File: src/rtl/tvbg_run_controller.sv
// Start/run sequencer for the IR code core: debounced start button, start handshake with timeout,
// bounded retry via core reset, and a latched fault state cleared by abort.
module tvbg_run_controller #(
  parameter int unsigned DEBOUNCE_CYCLES = 16,
  parameter int unsigned START_TIMEOUT   = 64,
  parameter int unsigned RETRY_MAX       = 3
) (
  input  logic       clock_in,
  input  logic       reset_in,
  input  logic       button_in,
  input  logic       loop_enable_in,
  input  logic       abort_in,
  input  logic       core_busy_in,
  input  logic       core_fail_in,
  output logic       core_start_out,
  output logic       core_loop_out,
  output logic       core_reset_out,
  output logic       busy_out,
  output logic       fail_out,
  output logic       done_pulse_out,
  output logic [7:0] run_count_out
);

  typedef enum logic [2:0] {
    StIdle,
    StArm,
    StWaitBusy,
    StRun,
    StRecover,
    StFault
  } state_e;

  localparam logic [15:0] DebLast   = 16'(DEBOUNCE_CYCLES - 1);
  localparam logic [15:0] ToLast    = 16'(START_TIMEOUT - 1);
  localparam logic [3:0]  RetryLim  = 4'(RETRY_MAX);

  logic [1:0]  sync_q;
  logic        deb_level_q;
  logic [15:0] deb_cnt_q;
  logic        start_req_q;

  state_e      state_q, state_d;
  logic [3:0]  retry_q, retry_d;
  logic [15:0] to_cnt_q, to_cnt_d;
  logic        rec_cnt_q, rec_cnt_d;
  logic        ret_idle_q, ret_idle_d;
  logic        loop_q, loop_d;
  logic        done_q, done_d;
  logic [7:0]  count_q, count_d;
  logic        rst_hold_q;
  logic        go_abort, go_fail;

  // Level flips only after DEBOUNCE_CYCLES consecutive samples disagree with it.
  always_ff @(posedge clock_in or posedge reset_in) begin
    if (reset_in) begin
      sync_q      <= 2'b00;
      deb_level_q <= 1'b0;
      deb_cnt_q   <= 16'd0;
      start_req_q <= 1'b0;
    end else begin
      sync_q      <= {sync_q[0], button_in};
      start_req_q <= 1'b0;
      if (sync_q[1] != deb_level_q) begin
        if (deb_cnt_q == DebLast) begin
          deb_level_q <= sync_q[1];
          deb_cnt_q   <= 16'd0;
          start_req_q <= sync_q[1];
        end else begin
          deb_cnt_q <= deb_cnt_q + 16'd1;
        end
      end else begin
        deb_cnt_q <= 16'd0;
      end
    end
  end

  always_ff @(posedge clock_in or posedge reset_in) begin
    if (reset_in) begin
      state_q    <= StIdle;
      retry_q    <= 4'd0;
      to_cnt_q   <= 16'd0;
      rec_cnt_q  <= 1'b0;
      ret_idle_q <= 1'b0;
      loop_q     <= 1'b0;
      done_q     <= 1'b0;
      count_q    <= 8'd0;
      rst_hold_q <= 1'b1;
    end else begin
      state_q    <= state_d;
      retry_q    <= retry_d;
      to_cnt_q   <= to_cnt_d;
      rec_cnt_q  <= rec_cnt_d;
      ret_idle_q <= ret_idle_d;
      loop_q     <= loop_d;
      done_q     <= done_d;
      count_q    <= count_d;
      rst_hold_q <= 1'b0;
    end
  end

  always_comb begin
    state_d    = state_q;
    retry_d    = retry_q;
    to_cnt_d   = to_cnt_q;
    rec_cnt_d  = 1'b0;
    ret_idle_d = ret_idle_q;
    loop_d     = loop_q;
    done_d     = 1'b0;
    count_d    = count_q;
    go_abort   = 1'b0;
    go_fail    = 1'b0;

    unique case (state_q)
      StIdle: begin
        if (start_req_q) begin
          state_d = StArm;
          retry_d = 4'd0;
        end
      end
      StArm: begin
        loop_d   = loop_enable_in;
        to_cnt_d = 16'd0;
        if (abort_in) go_abort = 1'b1;
        else          state_d  = StWaitBusy;
      end
      StWaitBusy: begin
        if (abort_in)                go_abort = 1'b1;
        else if (core_busy_in)       state_d  = StRun;
        else if (to_cnt_q == ToLast) go_fail  = 1'b1;
        else                         to_cnt_d = to_cnt_q + 16'd1;
      end
      StRun: begin
        if (abort_in)          go_abort = 1'b1;
        else if (core_fail_in) go_fail  = 1'b1;
        else if (!core_busy_in) begin
          state_d = StIdle;
          done_d  = 1'b1;
          count_d = count_q + 8'd1;
        end
      end
      StRecover: begin
        if (!rec_cnt_q) rec_cnt_d = 1'b1;
        else            state_d   = ret_idle_q ? StIdle : StArm;
      end
      StFault: begin
        if (abort_in) begin
          state_d = StIdle;
          retry_d = 4'd0;
        end
      end
      default: state_d = StIdle;
    endcase

    if (go_abort) begin
      state_d    = StRecover;
      ret_idle_d = 1'b1;
    end else if (go_fail) begin
      if (retry_q < RetryLim) begin
        state_d    = StRecover;
        retry_d    = retry_q + 4'd1;
        ret_idle_d = 1'b0;
      end else begin
        state_d = StFault;
      end
    end
  end

  assign core_start_out = (state_q == StArm);
  assign core_loop_out  = loop_q;
  // Held high through reset and released on the first edge afterwards.
  assign core_reset_out = rst_hold_q | (state_q == StRecover);
  assign busy_out       = (state_q == StArm) || (state_q == StWaitBusy) ||
                          (state_q == StRun) || (state_q == StRecover);
  assign fail_out       = (state_q == StFault);
  assign done_pulse_out = done_q;
  assign run_count_out  = count_q;

endmodule
File: config.mk
export PLATFORM = sky130hd
export DESIGN_NAME = tvbg_run_controller
export DESIGN_NICKNAME = d
export VERILOG_FILES = /design/src/rtl/tvbg_run_controller.sv
export SDC_FILE = /design/constraint.sdc
export NUM_CORES = 1
export LEC_CHECK = 0
export CORE_MARGIN = 4
export CORE_UTILIZATION = 45
export DETAILED_ROUTE_END_ITERATION = 7
export PLACE_DENSITY = 0.7
export SLEW_MARGIN = 0
export SYNTH_ARGS = -nofsm -noshare
export SYNTH_HDL_FRONTEND = slang
export SYNTH_SLANG_ARGS = --single-unit
File: constraint.sdc
create_clock -name clock_in -period 4.1 [get_ports clock_in]
set_input_delay 0.41 -clock clock_in [delete_from_list [all_inputs] [get_ports clock_in]]
set_output_delay 0.41 -clock clock_in [all_outputs]
set_load 0.005 [all_outputs]
==> results of run 1 <==
==> cell type report <==
| cell class | count | area, um2 |
|---|---|---|
| multi-input combinational | 208 | 1380 |
| timing repair buffer | 21 | 208 |
| sequential | 56 | 1400 |
| fill | 537 | 2810 |
| clock inverter | 3 | 23.8 |
| inverter | 10 | 37.5 |
| tap | 75 | 93.8 |
| clock buffer | 5 | 68.8 |
==> stage by stage <==
stage / instances / setup slack (ns) / utilization / instance area [um2]
after floorplan: 281 / 2.32 / - / 2850
after global placement: 370 / 1.65 / 0.518 / 3120
after detailed placement: 370 / 1.60 / 0.518 / 3120
after CTS: 378 / 1.29 / 0.533 / 3210
after global routing: 378 / 1.18 / 0.533 / 3210
final: 378 / 1.31 / 0.533 / 3210
==> synth_stat cells (all sizes together), types with 8 or more instances <==
| cell | instances |
|---|---|
| nand3 | 12 |
| nand4 | 12 |
| dfrtp | 55 |
| a21oi | 8 |
| nor3 | 9 |
| nor2 | 23 |
| and3 | 8 |
| xnor2 | 19 |
| nor4 | 9 |
| nand2 | 24 |
| inv | 9 |
==> power groups by stage <==
stage	sequential, mW	combinational [mW]	clock [mW]
global placement	0.683	0.300	0
floorplan	0.649	0.228	0
global route	0.685	0.346	0.340
detailed placement	0.685	0.304	0
finish	0.674	0.302	0.308
CTS	0.674	0.306	0.324
==> per-layer routing <==
layer / GRT usage / vias up / wire [um] / part of all wire
met4: 0.0391 / 0 / 53 / 0.010
met1: 0.194 / 1021 / 2520 / 0.48
met2: 0.253 / 21 / 2540 / 0.48
met5: 0 / - / 0 / 0
li1: - / 1070 / - / -
met3: 0.0367 / 6 / 127 / 0.024
==> cell families after synthesis <==
family                   after synthesis  share of synthesized area
multiplexers                          10                     0.0365
flip-flops                            56                      0.493
XOR/XNOR                              22                     0.0677
AO/OA/AOI/OAI                         40                      0.100
other                                  1                    0.00132
adder cells (fa/ha/maj)                4                     0.0176
AND/OR/NAND/NOR                      131                      0.261
buffers and inverters                 17                     0.0233
==> state kept, by name, indices dropped and copies added, names as in the netlist <==
signal / flops
core_loop_out: 1
deb_cnt_q: 16
deb_level_q: 1
done_pulse_out: 1
rec_cnt_q: 1
ret_idle_q: 1
retry_q: 4
rst_hold_q: 1
run_count_out: 8
start_req_q: 1
state_q: 3
sync_q: 2
to_cnt_q: 16
==> final timing paths <==
path,slack [ns],endpoint,start,cells after the start
min reg2reg,0.36,sync_q[1],sync_q[0],0
max in group asynchronous,2.78,core_loop_out,reset_in,3
min in group asynchronous,0.62,run_count_out[1],reset_in,2
max reg2reg,1.98,retry_q[1],state_q[2],4
min,0.36,sync_q[1],sync_q[0],0
max,1.31,core_start_out,state_q[0],3
==> worst reg2reg max path, stage by stage, from the launching register on <==
cell and delay [ns]:
dfrtp_1 0.56, nor4b_4 0.49, nand4_4 0.20, o21ai_1 0.39
mux2_2 0.38
==> flow_summary.toml, run 1 <==
[clocking]
root_buffer = "clkbuf_8"
cts-resized-gates = 0
cts_buffers = 5
clock-sinks = 56
cts_hold_buf = 0
cts_buffer_depth = 2
path_clk_slew_ns = 0.10
cts_setup_buffers = 0
clk_latency_ns = 0.32
tritoncts = "built"
htreeDepth = 2

[layout]
nets = 313
final_common_cell = "dfrtp_1"
drive_gt1_frac = 0.0726
num_antenna_cells = 0
final_cell_mix = "55 x dfrtp_1, 24 x nand2_1, 23 x nor2_1"
layout-area-overhead-vs-synth_pct = 12.8

[power_and_ir_drop]
power.density_mw_per_mm2 = 400
power_frac_seq = 0.525
p_int_uw = 868
peakVddDrop_uv = 182
p_leak_nw = 1.39
p_total_mw = 1.28
combPwrFrac = 0.235
switching_share = 0.325
power_switching_uw = 417
clkPwrFrac = 0.240

[grt]
antenna_found_initial = 0
grt_usage = 0.150
grt_pass1_vias = 2023
grt_overflow = 0
grt_pass1_wl_um = 9260
grt_max_degree = 49

[sta]
finalHoldWorstSlack_ns = 0.359
rsz0062_at_grt = "false"
timing.final.crit_share = 0.681
fin_setup_tns_ns = 0
tightest_slew_ns = 0.966
slew_viol_final = 0
max_freq_mhz = 358
relSlewSlack = 0.355
finalSetupViolCount = 0
finClkSkew_ns = 0.0119
period_needed_ns = 2.79
hold_viol = 0

[synthesis]
synth_top_area_frac = 0.484
avgSynthCellArea_um2 = 10.1
synth_cells = 281
syn-num-nets = 292
synth.cell_area_mm2 = 0.00285
synth_area_leaders = "dfrtp_1 48%, xnor2_1 5.8%, nand2_1 3.2%"
ys_seq_elements = 56
synth_flop_cell = "dfrtp_1"
yosysWarnings = 0
synth_cell_types = 54
ys_async_sr_fraction = 1.00
synth_top_area_cell = "dfrtp_1"
ys_seq_area_frac = 0.493
synth-edff-count = 0

[worst_setup_path]
worst-path-buf-inv = 2
startpoint_type = "flip-flop"
cpMaxStageDelayCell = "or3b_2"
worstPathArrival_ns = 2.38
end_kind = "output port"
crit_chain = "or3b_2 -> clkinv_1 -> clkdlybuf4s50_1"
slowest_delay_ns = 0.69
crit_family = "buffers and inverters"
crit_fanout = 19
path_class = "reg -> out"
crit_required_ns = 3.69

[floorplan]
coreArea_mm2 = 0.00603
start_util = 0.472
die_x_um = 87.5
dieHeight_um = 87.5
die-area_mm2 = 0.00766
num_rows = 28
ioPinCount = 21

[drt]
first_pass_iters = 7
routed-via-count = 2118
wl_per_cell_um = 13.9
post-route-drc-count = 0
vias_per_cell = 5.60
routed_wl_um = 5240
postRouteAntennaNets = 0
drtIter0Drc = 51

[run_status]
outcome = "finished, final reports clean"

[placed_design]
io_buffers = 20
gp_congestion = 0.800
hpwl_um = 3660

[run]
cap_violations = 0

[worst_hold_path]
hold_class = "reg -> reg"
(Power assumes the default switching activity.)
==> run 2: changes to the inputs <==
clock period = 2.9 ns   (was 4.1 ns; I/O delays follow)
==> run 2 against run 1 <==
  * Hold slack gained 0.0012 ns
  * Sequential power grew 41%
  * Clock power grew 40%
  * First-iteration DRC count grew to 2.5 times the previous value
  * Clock-buffer cell count grew 1
  * Non-clock buffer count grew 1
  * Cell area grew 0.12%
  * Sequential share of layout area shrank 0.051 points
  * Cell count grew 0.26%
==> flow_summary.toml, run 2 (synthesis results as in run 1) <==
[grt]
grt_pass1_vias = 2067
antenna_found_initial = 0
grt_max_degree = 34
busiest_layer = "met2"
gr-usage-met1 = 0.205
grt_pass1_wl_um = 9330
grt_overflow = 0
grt.met3_usage = 0.0320
met2_usage = 0.248
grt_usage = 0.151

[clocking]
cts_buffer_depth = 2
cts_hold_buf = 0
htreeDepth = 2
clock-sinks = 56
tritoncts = "built"
clk_latency_ns = 0.31
root_buffer = "clkbuf_8"
cts_setup_buffers = 0
path_clk_slew_ns = 0.10
cts-resized-gates = 0
cts_buffers = 5

[sta]
period_needed_ns = 2.67
slew_viol_final = 0
fin_setup_tns_ns = 0
finalHoldWorstSlack_ns = 0.361
rsz0062_at_grt = "false"
fin_ws_ns = 0.229
finalSetupViolCount = 0
max_freq_mhz = 374
finClkSkew_ns = 0.00797
timing.final.crit_share = 0.921
hold_viol = 0
tightest_slew_ns = 0.668
relSlewSlack = 0.554

[layout]
final_cell_mix = "55 x dfrtp_1, 24 x nand2_1, 23 x nor2_1"
drive_gt1_frac = 0.0724
final_common_cell = "dfrtp_1"
nets = 314
layout-area-overhead-vs-synth_pct = 13.0
num_antenna_cells = 0

[drt]
drtIter0Drc = 129
routed-via-count = 2134
routed_wl_um = 5420
postRouteAntennaNets = 0
vias_per_cell = 5.63
first_pass_iters = 4
post-route-drc-count = 0
wl_per_cell_um = 14.3

[worst_setup_path]
r2r_cells = 4
crit_required_ns = 2.61
crit_fanout = 19
crit_start = "state_q[2]"
worstPathArrival_ns = 2.38
end_kind = "output port"
r2r_setup_slack_ns = 0.79
cpMaxStageDelayCell = "or3b_2"
slowest_delay_ns = 0.73
crit_chain = "or3b_2 -> clkinv_1 -> clkdlybuf4s50_1"
startpoint_type = "flip-flop"
timing.rr.end = "retry_q[1]"
reg2reg_from = "state_q[2]"
path_class = "reg -> out"
crit_end = "core_start_out"

[power_and_ir_drop]
p_leak_nw = 1.40
peakVddDrop_uv = 255
power.density_mw_per_mm2 = 566

[placed_design]
place_ws_ns = 0.540
hpwl_um = 3960
io_buffers = 20
gp_congestion = 0.777

[run]
cap_violations = 0

[floorplan]
num_rows = 28
die_x_um = 87.5
dieHeight_um = 87.5
ioPinCount = 21
coreArea_mm2 = 0.00603
start_util = 0.472
die-area_mm2 = 0.00766

[run_status]
outcome = "finished, final reports clean"

[worst_hold_path]
hold_class = "reg -> reg"
-- run 2: how the worst min path moves through the flow --
stage,from,endpoint,slack [ns],cells after the start
after floorplan,button_in,sync_q[0],0.32,0
after global placement,sync_q[0],sync_q[1],0.33,0
after detailed placement,sync_q[0],sync_q[1],0.34,0
after CTS,sync_q[0],sync_q[1],0.37,0
after global routing,sync_q[0],sync_q[1],0.38,0
final,sync_q[0],sync_q[1],0.36,0
-- run 2: final cells by class --
cell class / count / area [um2]
clock buffer: 6 / 72.6
inverter: 10 / 37.5
sequential: 56 / 1400
tap: 75 / 93.8
fill: 559 / 2810
multi-input combinational: 208 / 1380
clock inverter: 2 / 16.3
timing repair buffer: 22 / 215
-- run 2: metal layers --
layer / wire, um / vias to the layer above
li1: - / 1066
met1: 2510 / 1026
met2: 2640 / 37
met3: 226 / 5
met4: 53 / 0
met5: 0 / -
-- run 2: per-stage QoR --
stage | area, um2 | instances | power [mW] | util
floorplan | 2850 | 281 | 1.24 | -
global placement | 3130 | 371 | 1.39 | 0.519
detailed placement | 3130 | 371 | 1.41 | 0.519
CTS | 3220 | 379 | 1.84 | 0.534
global route | 3220 | 379 | 1.93 | 0.534
finish | 3220 | 379 | 1.82 | 0.534
-- run 2: where the power goes --
part | switching [mW] | internal, mW | total (mW)
sequential | 0.106 | 0.847 | 0.953
clock | 0.257 | 0.174 | 0.431
combinational | 0.227 | 0.209 | 0.436
-- run 2: worst max-delay path: cells and delay by family, from the launching register on --
family / cells / cell delay, ns
buffers and inverters: 2 / 0.77
flip-flops: 1 / 0.57
AND/OR/NAND/NOR: 1 / 0.73
